`src/rtl/sevenseg_scan.sv`:
```
// Time-multiplexed 4-digit common-anode seven-segment driver with per-frame input snapshot and anode dead-time.
// Optional leading-zero blanking is compiled in when SEVSEG_LZB_EN is defined.
module sevenseg_scan #(
    parameter int REFRESH_DIV = 100000,
    parameter int DEAD_CYC    = 1000
) (
    input  logic        mclk,
    input  logic        rst_n,
    input  logic [15:0] digits,
    input  logic [3:0]  dp_mask,
    input  logic        blank,
    output logic [3:0]  an,
    output logic [7:0]  seg,
    output logic        frame_start
);

    localparam int              CNT_W   = $clog2(REFRESH_DIV);
    localparam logic [CNT_W-1:0] CNT_MAX = CNT_W'(REFRESH_DIV - 1);

    logic [CNT_W-1:0] cnt_q, cnt_d;
    logic [1:0]       idx_q, idx_d;
    logic             run_q, run_d;
    logic [15:0]      snap_digits_q, snap_digits_d;
    logic [3:0]       snap_dp_q, snap_dp_d;
    logic [3:0]       an_q, an_d;
    logic [7:0]       seg_q, seg_d;
    logic             frame_start_q, frame_start_d;

    logic             tick;
    logic             suppress;
    logic             dead_ok;
    logic [3:0]       nib_sel;
    logic             dp_sel;

    // Returns the active-low g..a pattern; the dp bit is added by the caller.
    function automatic logic [6:0] hex_to_seg(input logic [3:0] nib);
        logic [6:0] pat;
        case (nib)
            4'h0: pat = 7'h40;
            4'h1: pat = 7'h79;
            4'h2: pat = 7'h24;
            4'h3: pat = 7'h30;
            4'h4: pat = 7'h19;
            4'h5: pat = 7'h12;
            4'h6: pat = 7'h02;
            4'h7: pat = 7'h78;
            4'h8: pat = 7'h00;
            4'h9: pat = 7'h10;
            4'hA: pat = 7'h08;
            4'hB: pat = 7'h03;
            4'hC: pat = 7'h46;
            4'hD: pat = 7'h21;
            4'hE: pat = 7'h06;
            default: pat = 7'h0E;
        endcase
        return pat;
    endfunction

    assign tick = (cnt_q == CNT_MAX);

    // NOTE: every comb output gets a default first so no path leaves it unassigned (no latch).
    always_comb begin
        cnt_d         = cnt_q + CNT_W'(1);
        idx_d         = idx_q;
        run_d         = run_q;
        snap_digits_d = snap_digits_q;
        snap_dp_d     = snap_dp_q;
        frame_start_d = 1'b0;
        if (tick) begin
            cnt_d = '0;
            idx_d = idx_q + 2'd1;
            run_d = 1'b1;
            if (idx_q == 2'd3) begin
                snap_digits_d = digits;
                snap_dp_d     = dp_mask;
                frame_start_d = 1'b1;
            end
        end
    end

`ifdef SEVSEG_LZB_EN
    // A digit is a leading zero when it and every more-significant nibble are zero.
    // Only slots 1..3 qualify, and those always read a settled snapshot.
    always_comb begin
        case (idx_d)
            2'd3:    suppress = (snap_digits_q[15:12] == 4'h0);
            2'd2:    suppress = (snap_digits_q[15:8]  == 8'h00);
            2'd1:    suppress = (snap_digits_q[15:4]  == 12'h000);
            default: suppress = 1'b0;
        endcase
    end
`else
    assign suppress = 1'b0;
`endif

    if (DEAD_CYC == 0) begin : g_no_dead
        assign dead_ok = 1'b1;
    end else begin : g_dead
        assign dead_ok = (cnt_d >= CNT_W'(DEAD_CYC));
    end

    always_comb begin
        // Slot 0 is encoded on the snapshot edge itself, so it must read the live inputs.
        if (idx_q == 2'd3) begin
            nib_sel = digits[3:0];
            dp_sel  = dp_mask[0];
        end else begin
            nib_sel = snap_digits_q[{idx_d, 2'b00} +: 4];
            dp_sel  = snap_dp_q[idx_d];
        end

        seg_d = seg_q;
        if (tick) begin
            seg_d = {~(dp_sel & ~suppress), hex_to_seg(nib_sel)};
        end

        an_d = 4'b1111;
        if (run_d && dead_ok && !blank && !suppress) begin
            an_d = ~(4'b0001 << idx_d);
        end
    end

    // NOTE: sequential state uses non-blocking assignments so all registers update from pre-edge values.
    // NOTE: the snapshot is reset too, so the first frame never displays undefined data.
    always_ff @(posedge mclk or negedge rst_n) begin
        if (!rst_n) begin
            cnt_q         <= '0;
            idx_q         <= 2'd3;
            run_q         <= 1'b0;
            snap_digits_q <= '0;
            snap_dp_q     <= '0;
            an_q          <= 4'b1111;
            seg_q         <= 8'hFF;
            frame_start_q <= 1'b0;
        end else begin
            cnt_q         <= cnt_d;
            idx_q         <= idx_d;
            run_q         <= run_d;
            snap_digits_q <= snap_digits_d;
            snap_dp_q     <= snap_dp_d;
            an_q          <= an_d;
            seg_q         <= seg_d;
            frame_start_q <= frame_start_d;
        end
    end

    assign an          = an_q;
    assign seg         = seg_q;
    assign frame_start = frame_start_q;

endmodule

```
`config.mk`:
```
export PLATFORM = sky130hd
export DESIGN_NAME = sevenseg_scan
export DESIGN_NICKNAME = d
export VERILOG_FILES = /design/src/rtl/sevenseg_scan.sv
export SDC_FILE = /design/constraint.sdc
export NUM_CORES = 1
export LEC_CHECK = 0
export BUFFER_PORTS_ARGS = -buffer_cell sky130_fd_sc_hd__buf_2
export CORE_ASPECT_RATIO = 1.1
export CORE_MARGIN = 3
export CORE_UTILIZATION = 58
export DETAILED_ROUTE_END_ITERATION = 10
export GPL_TIMING_DRIVEN = 1
export PLACE_DENSITY = 0.78
export SETUP_SLACK_MARGIN = 0.4
export SLEW_MARGIN = 20
export SYNTH_ARGS = -nofsm -noshare
export SYNTH_HDL_FRONTEND = slang
export SYNTH_SLANG_ARGS = --single-unit
```
`constraint.sdc`:
```
create_clock -name mclk -period 4.3 [get_ports mclk]
set_clock_uncertainty 0.05 [all_clocks]
set_input_delay 0.86 -clock mclk [delete_from_list [all_inputs] [get_ports mclk]]
set_output_delay 0.86 -clock mclk [all_outputs]
set_load 0.02 [all_outputs]
```
# Yosys cells after proc, flatten, opt, wreduce, memory -nomap -nowiden
# Memories as Yosys holds them, arrays and structs flattened. A register that Yosys moved wholly into a read port is not among the register bits.
# Cells that the tools add are included.
totals:
  ff_bits: 53
  latch_bits: 0
  ramBits: 0
  romBits: 112
  input_bits: 23
  out_inout_bits: 13
  elab_cells: 34
  n_memories: 1
mem_list:
  columns: ["name", "depth", "word_bits", "rd", "rd_ports_with_merged_regs", "wr", "line_no", "text"]
  rows:
  - ["(name not given)", 16, 7, 1, 1, 0, "38", "case (nib)"]
op_classes:
  n_addsub: 2
  n_mul: 0
  n_div: 0
  n_lt_le_gt_ge: 2
  eq_ne: 2
  n_shift: 2
  muxes: 10
  n_bitwise: 2
  n_reduce_logical: 5
ops:
  columns: ["cell", "n"]
  rows:
  - ["$add 17x1->17 const B", 1]
  - ["$eq 17x17->1 const B", 1]
  - ["$ge 17x10->1 const B", 1]
  - ["$mux 17", 1]
  - ["$shiftx 16x5->4", 1]
  - ["$mux 4", 2]
  - ["$mux 1", 5]
  - ["$not 4->4", 1]
  - ["$shl 1x2->4 const A", 1]
  - ["$lt 2x3->1 const B", 1]
  - ["$add 2x1->2 const B", 1]
  - ["$bmux 1 s2", 1]
  - ["$eq 2x2->1 const B", 1]
  - ["$logic_and 1x1->1", 2]
  - ["$logic_not 1->1", 2]
  - ["$mux 2", 1]
  - ["$reduce_and 2->1", 1]
  - ["$not 1->1", 1]

# Logic depth before layout (Yosys ltp)
# Gate-level depths: netlist (run 1).
depth:
  ltp_word: 6
  depth_mapped: 15
  ltp_nobuf: 13

# Least setup slack after synthesis (run 1)
# No wires, ideal clock.
synth_path:
  path_kind: "register to register"
  startpoint: "register cnt_q[0]"
  endpoint: "register seg_q[6], in the netlist seg[6]"
  setup_time_ns: 0.060
  arrival_ns: 3.034
  required_ns: 4.190
  slack_ns: 1.156
  path_stages_with_launch: 14
  path_buffers: 2
  synth_period_minus_slack_ns: 3.144
  cell_sequence: "dfrtp_1 ha_1 and4_1 buf_2 and4_1 buf_6 mux2i_2 a221oi_1 or2_2 inv_1 ha_1 or3b_2 a41oi_1 o21a_1"
synth_between:
  elab_chain_cells: 4
synth_rtl:
  columns: ["element", "line_no", "text"]
  rows:
  - ["from (decl)", "20", "logic [CNT_W-1:0] cnt_q, cnt_d;"]
  - ["from (signal assigned)", "136", "cnt_q <= cnt_d;"]
  - ["$eq 17x17->1 (*)", "59", "assign tick = (cnt_q == CNT_MAX);"]
  - ["$mux 2", "69", "if (tick) begin"]
  - ["$shiftx 16x5->4", "108", "nib_sel = snap_digits_q[{idx_d, 2'b00} +: 4];"]
  - ["$mux 4", "104", "if (idx_q == 2'd3) begin"]
  - ["to (decl)", "26", "logic [7:0] seg_q, seg_d;"]
# Mark *: on every way between the ends. The rest lies on a longest branch, timed or not.
# A chain may end at the register's enable or synchronous reset.

# Worst setup path in the final report (run 1)
# Ends and elaborated chain as after synthesis.

==> results of run 1 <==
==> synthesized netlist by cell type, drive strengths merged (3+ instances only) <==
library cell	number	share of area, %
nand2	81	10
dfrtp	39	32
nor2	23	2.9
dfstp	14	12
mux2i	13	4.4
clkbuf	11	1.4
o21ai	11	1.9
xor2	10	2.9
inv	9	1.1
ha	8	3.3
nand3	7	1.2
xnor2	7	2.0
nand4	6	1.2
a211oi	5	1.2
a21oi	5	0.83
buf	5	1.3
mux2	5	1.9
a31oi	4	0.83
mux4	4	3.0
and2	3	0.62
and3	3	0.62
nor2b	3	0.62
nor3	3	0.50
==> routing by layer <==
layer,global-route usage (%),part of all wire [%],up-vias
li1,-,-,1159
met1,30.9,45,1125
met2,37.9,49,67
met3,3.06,3.9,13
met4,9.07,2.2,0
met5,0,0,-
==> how the worst max path moves through the flow <==
stage                        from                  to  slack (ns)  cells after the start
6_report       cnt_q[0]$_DFF_PN0_  seg[6]$_DFFE_PN1N_        0.62                     11
5_1_grt        cnt_q[0]$_DFF_PN0_  seg[6]$_DFFE_PN1N_        0.41                     11
4_1_cts        cnt_q[0]$_DFF_PN0_  seg[6]$_DFFE_PN1N_        0.41                     11
3_5_place_dp   cnt_q[0]$_DFF_PN0_  seg[6]$_DFFE_PN1N_        0.41                     11
3_3_place_gp   cnt_q[0]$_DFF_PN0_  seg[6]$_DFFE_PN1N_        0.62                     11
2_1_floorplan  cnt_q[0]$_DFF_PN0_  seg[6]$_DFFE_PN1N_        1.16                     13
==> state kept, by name, indices dropped and copies added (netlist names) <==
name,cells
an,4
cnt_q,17
frame_start,1
idx_q,2
run_q,1
seg,8
snap_digits_q,16
snap_dp_q,4
==> critical path, stage by stage, from the launching register on <==
cell	delay, ns
sky130_fd_sc_hd__dfrtp_1	0.40
sky130_fd_sc_hd__ha_1	0.22
sky130_fd_sc_hd__and4_1	0.32
sky130_fd_sc_hd__and4_2	0.52
sky130_fd_sc_hd__mux2i_2	0.38
sky130_fd_sc_hd__a221oi_1	0.18
sky130_fd_sc_hd__or2_2	0.37
sky130_fd_sc_hd__inv_1	0.13
sky130_fd_sc_hd__ha_1	0.18
sky130_fd_sc_hd__or3b_2	0.49
sky130_fd_sc_hd__a41oi_1	0.23
sky130_fd_sc_hd__o21a_1	0.14
==> final cells by class <==
type / instances / area, sq um
inverter: 10 / 37.5
sequential: 53 / 1340
clock buffer: 6 / 82.6
timing repair buffer: 40 / 213
clock inverter: 2 / 37.5
tap: 56 / 70.1
multi-input combinational: 239 / 1570
fill: 393 / 1500
==> power breakdown <==
part	switching [uW]	leakage, uW	total (uW)	internal, uW
Clock	161	0.0000574	350	189
Combinational	15.4	0.000855	24.6	9.21
Sequential	0.322	0.000573	500	500
Total	177	0.00149	875	698
==> stage by stage <==
step / util [%] / hold slack, ns / std cells / total power [uW] / cell area [sq um]
floorplan: - / 0.373 / 318 / 512 / 3030
global placement: 66.6 / 0.390 / 398 / 534 / 3230
detailed placement: 66.6 / 0.404 / 398 / 535 / 3230
CTS: 69.1 / 0.428 / 406 / 885 / 3350
global route: 69.1 / 0.435 / 406 / 911 / 3350
finish: 69.1 / 0.428 / 406 / 875 / 3350
==> kinds of logic after synthesis <==
group / after synthesis / synth area share [%]
xor gates and xnor gates: 17 / 4.92
muxes: 22 / 9.26
and+or+nand+nor: 149 / 23.8
AOI/OAI and AO/OA: 43 / 10.4
buffers and inverters: 26 / 3.93
adders and majority gates: 8 / 3.31
DFF: 53 / 44.4
==> insert_results.sql, run 1 <==
INSERT INTO impl_metrics (metric_group, metric, value, unit) VALUES
('run_status', 'result_of_the_run', 'completed', ''),
('placed_design', 'dpl_worst_slack', '0.411', 'ns'),
('worst_setup_path', 'reg2reg_depth', '11', ''),
('floorplanning', 'die_y', '81.8', 'um'),
('clock_network', 'cts_hold_buf', '0', ''),
('worst_setup_path', 'origin_of_the_critical_flop_to_flop_path', 'cnt_q[0]$_DFF_PN0_', ''),
('logic_synthesis', 'synthesis.area', '3030', 'sq um'),
('drt', 'route.antenna.remaining_nets', '0', ''),
('drt', 'post_drt_via_cell_ratio', '5.82', ''),
('clock_network', 'cts_made_buffers', '5', ''),
('clock_network', 'worstSkewPairLatency', '0.31', 'ns'),
('power_and_ir_drop', 'power_leakage', '0.00149', 'uW'),
('worst_setup_path', 'critical_path.endpoint_type', 'flop', ''),
('placed_design', 'portBuffers', '35', ''),
('timing', 'finalWorstPathRequiredPeriod', '3.68', 'ns'),
('logic_synthesis', 'avgSynthCellArea', '9.52', 'sq um'),
('floorplanning', 'start_util', '62.4', '%'),
('logic_synthesis', 'synth-edff-count', '0', ''),
('global_routing', 'grt_start_max_net_pins', '37', ''),
('floorplanning', 'num_io_pins', '36', ''),
('power_and_ir_drop', 'worst_ir_drop_vdd', '172', 'uV'),
('timing', 'final_min_period_over_clock_period', '85.7', '%'),
('floorplanning', 'core_region_area', '4850', 'sq um'),
('logic_synthesis', 'seq_area_frac_synth', '44.4', '%'),
('worst_setup_path', 'critical_path.startpoint_type', 'flop', ''),
('global_routing', 'first_pass_grt_wire_length', '10700', 'um'),
('global_routing', 'grt_antenna_before_repair', '0', ''),
('job', 'drv.max_cap_violation_count', '0', ''),
('clock_network', 'cts_root_buffer', 'sky130_fd_sc_hd__clkbuf_8', ''),
('clock_network', 'clockBufferDepth', '2', ''),
('worst_setup_path', 'worst-endpoint-required', '4.50', 'ns'),
('logic_synthesis', 'ys_dominant_reg_cell', 'sky130_fd_sc_hd__dfrtp_1', ''),
('global_routing', 'total_grt_overflow', '0', ''),
('logic_synthesis', 'postSynthNetCount', '349', ''),
('clock_network', 'cts_resized', '0', ''),
('floorplanning', 'die_area', '6120', 'sq um'),
('logic_synthesis', 'gate_count_post_synth', '318', ''),
('timing', 'pins_over_slew_limit', '0', ''),
('worst_setup_path', 'crit_path_max_fanout', '17', ''),
('timing', 'final_setup_violation_count', '0', ''),
('placed_design', 'globalplace.congestion', '0.896', ''),
('logic_synthesis', 'fraction_of_registers_with_async_set_or_reset_after_synthesis', '100', '%'),
('finish', 'final_nets', '380', ''),
('clock_network', 'post-cts-setup-buffers', '0', ''),
('logic_synthesis', 'yosys_register_bits', '53', ''),
('min_path', 'holdCritPathClass', 'in -> async', ''),
('worst_setup_path', 'reg2reg_setup_slack', '0.62', 'ns'),
('timing', 'totalNegativeSetupSlack', '0', 'ns'),
('worst_setup_path', 'timing_worst_setup_path_type', 'reg -> reg', ''),
('worst_setup_path', 'worst-endpoint-arrival', '3.88', 'ns'),
('clock_network', 'htree_levels', '2', ''),
('drt', 'via_count', '2364', ''),
('timing', 'hold_violations', '0', ''),
('floorplanning', 'placement_rows', '26', ''),
('power_and_ir_drop', 'powerDensity', '261', 'nW/um^2'),
('clock_network', 'cts.reportedPaths.clkPinSlew', '0.10', 'ns'),
('drt', 'post_drt_wl_per_cell', '15.8', 'um'),
('logic_synthesis', 'yosysWarningCount', '0', ''),
('worst_setup_path', 'worst_r2r_endpoint', 'seg[6]$_DFFE_PN1N_', ''),
('finish', 'layout_common_cells', '81 x sky130_fd_sc_hd__nand2_1, 39 x sky130_fd_sc_hd__dfrtp_1, 35 x sky130_fd_sc_hd__buf_2', ''),
('finish', 'antenna-diode-count', '0', ''),
('logic_synthesis', 'synth.lib_cells_used.distinct', '60', ''),
('finish', 'final_common_cell', 'sky130_fd_sc_hd__nand2_1', ''),
('clock_network', 'clock_sinks', '53', ''),
('finish', 'area_growth_syn_to_layout', '10.7', '%'),
('timing', 'max-slew-margin-rel', '50.5', '%'),
('drt', 'initialDrtViolationCount', '112', ''),
('global_routing', 'track_usage', '23.1', '%'),
('drt', 'route.detailed.drc', '0', ''),
('clock_network', 'cts_tree', 'yes', ''),
('timing', 'timing.fmax', '0.271', 'GHz'),
('timing', 'postLayoutSetupSlackWorst', '0.617', 'ns'),
('drt', 'wirelength', '6400', 'um'),
('timing', 'timing_worst_slew_pin_value', '0.740', 'ns'),
('finish', 'layout-drive-gt1-share', '23.1', '%'),
('placed_design', 'place.detailed.hpwl', '4790', 'um'),
('drt', 'detailedRoute.firstPassIterationCount', '4', ''),
('timing', 'setup_repair_after_global_routing_missed_its_margin', 'false', ''),
('global_routing', 'first_global_vias', '2255', ''),
('floorplanning', 'die_width', '74.9', 'um');
Note: power is estimated with default switching activity, not from simulation.
==> run 2, diff against run 1 <==
Settings changed: CORE_UTILIZATION 58 to 53, CTS_CLUSTER_DIAMETER from default to 150, PLACE_DENSITY 0.78 to 0.76.
Clock period 4.3 ns to 3 ns, I/O delays scaled along.
==> run 2 against run 1 <==
Effect of this change: critical path depth up 2; global-route usage down 0.47 points; critical endpoint unchanged; fmax up 30%; hold slack worse by 0.084 ns; largest cell class unchanged; clock power up 42%; sequential cell count unchanged; final area up 13%; die area up 8.7%; non-clock buffer count up 36; combinational power up 41%.
==> insert_results.sql, run 2 (same netlist as run 1, synthesis figures left out) <==
INSERT INTO impl_metrics (metric_group, metric, value, unit) VALUES
('worst_setup_path', 'timing_worst_setup_path_type', 'reg -> reg', ''),
('placed_design', 'globalplace.congestion', '0.832', ''),
('worst_setup_path', 'worst-endpoint-required', '3.20', 'ns'),
('job', 'drv.max_cap_violation_count', '0', ''),
('worst_setup_path', 'critical_path_cell_count', '13', ''),
('drt', 'wirelength', '7200', 'um'),
('clock_network', 'clockBufferDepth', '2', ''),
('drt', 'route.detailed.drc', '0', ''),
('worst_setup_path', 'max_stage_delay', '0.38', 'ns'),
('timing', 'finalWorstPathRequiredPeriod', '2.84', 'ns'),
('worst_setup_path', 'timing.critical_path.cells', 'ha_2 -> and4_4 -> buf_6 -> nand4_1 -> buf_6 -> o211ai_1 -> nand2_2 -> inv_2 -> ha_4 -> inv_2 -> o311a_1 -> a41oi_2 -> o21a_1', ''),
('run_status', 'result_of_the_run', 'completed', ''),
('placed_design', 'placed_cells', '434', ''),
('drt', 'via_count', '2528', ''),
('clock_network', 'worstSkewPairLatency', '0.30', 'ns'),
('finish', 'final_cell_count_no_fill', '461', ''),
('timing', 'setup_repair_after_global_routing_missed_its_margin', 'true', ''),
('floorplanning', 'num_io_pins', '36', ''),
('min_path', 'holdCritPathClass', 'in -> async', ''),
('finish', 'register_area', '1350', 'sq um'),
('timing', 'final_min_period_over_clock_period', '94.6', '%'),
('global_routing', 'first_pass_grt_wire_length', '11800', 'um'),
('power_and_ir_drop', 'power_leakage', '0.00168', 'uW'),
('clock_network', 'cts_made_buffers', '5', ''),
('finish', 'fillCellCount', '415', ''),
('timing', 'hold_violations', '0', ''),
('timing', 'hold_ws', '0.345', 'ns'),
('global_routing', 'first_global_vias', '2500', ''),
('global_routing', 'track_usage', '22.7', '%'),
('clock_network', 'cts_tree', 'yes', ''),
('global_routing', 'grt_start_max_net_pins', '54', ''),
('timing', 'max-slew-margin-rel', '45.5', '%'),
('power_and_ir_drop', 'powerDensity', '329', 'nW/um^2'),
('global_routing', 'total_grt_overflow', '0', ''),
('worst_setup_path', 'critPathTopFamily', 'compound AO/OA/AOI/OAI gates', ''),
('finish', 'registers.top_by_ff_count', 'cnt_q', ''),
('drt', 'post_drt_via_cell_ratio', '5.48', ''),
('worst_setup_path', 'critical_path.endpoint_type', 'flop', ''),
('timing', 'totalNegativeSetupSlack', '0', 'ns'),
('floorplanning', 'start_util', '55.4', '%'),
('floorplanning', 'placement_rows', '28', ''),
('drt', 'route.antenna.remaining_nets', '0', ''),
('clock_network', 'clock_sinks', '53', ''),
('finish', 'layout_common_cells', '80 x sky130_fd_sc_hd__nand2_1, 37 x sky130_fd_sc_hd__dfrtp_1, 36 x sky130_fd_sc_hd__buf_4', ''),
('floorplanning', 'die_y', '85.3', 'um'),
('power_and_ir_drop', 'worst_ir_drop_vdd', '255', 'uV'),
('worst_setup_path', 'critical_path.startpoint_type', 'flop', ''),
('worst_setup_path', 'worst-endpoint-arrival', '3.04', 'ns'),
('floorplanning', 'core_region_area', '5470', 'sq um'),
('finish', 'area_growth_syn_to_layout', '25.3', '%'),
('placed_design', 'place.detailed.hpwl', '4990', 'um'),
('worst_setup_path', 'worst_path_buf_inv', '4', ''),
('drt', 'initialDrtViolationCount', '158', ''),
('finish', 'number_of_flip_flops_in_the_largest_register', '17', ''),
('clock_network', 'cts.reportedPaths.clkPinSlew', '0.09', 'ns'),
('timing', 'timing_worst_slew_pin_value', '0.815', 'ns'),
('clock_network', 'cts_root_buffer', 'sky130_fd_sc_hd__clkbuf_8', ''),
('finish', 'layout-drive-gt1-share', '34.7', '%'),
('timing', 'timing.fmax', '0.352', 'GHz'),
('drt', 'post_drt_wl_per_cell', '15.6', 'um'),
('timing', 'pins_over_slew_limit', '0', ''),
('finish', 'final_nets', '416', ''),
('placed_design', 'portBuffers', '35', ''),
('worst_setup_path', 'critical_path.slowest_cell', 'sky130_fd_sc_hd__dfrtp_1', ''),
('finish', 'antenna-diode-count', '0', ''),
('clock_network', 'htree_levels', '2', ''),
('worst_setup_path', 'crit_path_max_fanout', '12', ''),
('drt', 'detailedRoute.firstPassIterationCount', '5', ''),
('finish', 'multi_input_area', '1690', 'sq um'),
('floorplanning', 'die_area', '6650', 'sq um'),
('global_routing', 'grt_antenna_before_repair', '0', ''),
('worst_setup_path', 'reg2reg_depth', '13', ''),
('timing', 'final_setup_violation_count', '0', ''),
('floorplanning', 'die_width', '78.1', 'um'),
('finish', 'final_common_cell', 'sky130_fd_sc_hd__nand2_1', '');
run 2: cell types whose count changed in the layout (fill, tap and decap cells not counted), sizes merged:
cell,previous run,this run
clkbuf,6,7
buf,40,76
clkinvlp,1,0
run 2: power by group:
part / switching, uW / internal [uW] / leakage [uW]
clock: 225 / 272 / 0.0000585
sequential: 0.342 / 716 / 0.000569
combinational: 21.5 / 13.2 / 0.00106
run 2: final timing paths:
path	from	end	slack, ns
min	rst_n	cnt_q[13]$_DFF_PN0_	0.34
min in group mclk	run_q$_DFF_PN0_	run_q$_DFF_PN0_	0.42
max	cnt_q[1]$_DFF_PN0_	seg[6]$_DFFE_PN1N_	0.16
max reg2reg	cnt_q[1]$_DFF_PN0_	seg[6]$_DFFE_PN1N_	0.16
max in group asynchronous	rst_n	cnt_q[15]$_DFF_PN0_	2.08
min reg2reg	run_q$_DFF_PN0_	run_q$_DFF_PN0_	0.42
run 2: worst register-to-register path, stage by stage (launching register included):
cell and delay [ns]:
sky130_fd_sc_hd__dfrtp_1 0.38, sky130_fd_sc_hd__ha_2 0.20, sky130_fd_sc_hd__and4_4 0.22, sky130_fd_sc_hd__buf_6 0.11, sky130_fd_sc_hd__nand4_1 0.18, sky130_fd_sc_hd__buf_6 0.23, sky130_fd_sc_hd__o211ai_1 0.32, sky130_fd_sc_hd__nand2_2 0.17
sky130_fd_sc_hd__inv_2 0.16, sky130_fd_sc_hd__ha_4 0.15, sky130_fd_sc_hd__inv_2 0.03, sky130_fd_sc_hd__o311a_1 0.29, sky130_fd_sc_hd__a41oi_2 0.15, sky130_fd_sc_hd__o21a_1 0.14
run 2: layout make-up:
cell class	count	area share (%)
well taps	75	2.47
clock inverters	1	0.792
clock buffers	7	2.28
multi-input cells	239	44.6
flip-flops and latches	53	35.5
repair buffers	76	13.3
inverters	10	0.990
run 2: timing repair:
item,CTS,global route
setup buffers,11,8
pin swaps,13,14
setup endpoints to repair,7,10
hold buffers,0,0
resized for setup,14,13
run 2: through the flow:
stage	utilization (%)	power [uW]	setup slack (ns)	cell area (sq um)
CTS	67.5	1260	0.255	3690
detailed placement	62.7	765	0.0984	3430
global placement	62.7	765	0.205	3430
global route	69.4	1290	0.0499	3790
floorplan	-	734	0.176	3080
finish	69.4	1250	0.162	3790
run 2: per-layer routing:
layer | up-vias | part of all wire, % | wire, um | global-route usage, %
met5 | - | 0 | 0 | 0
met1 | 1202 | 44 | 3150 | 28.8
met2 | 75 | 50 | 3570 | 38.3
met3 | 18 | 4.1 | 293 | 3.82
met4 | 0 | 2.6 | 189 | 9.54
li1 | 1233 | - | - | -
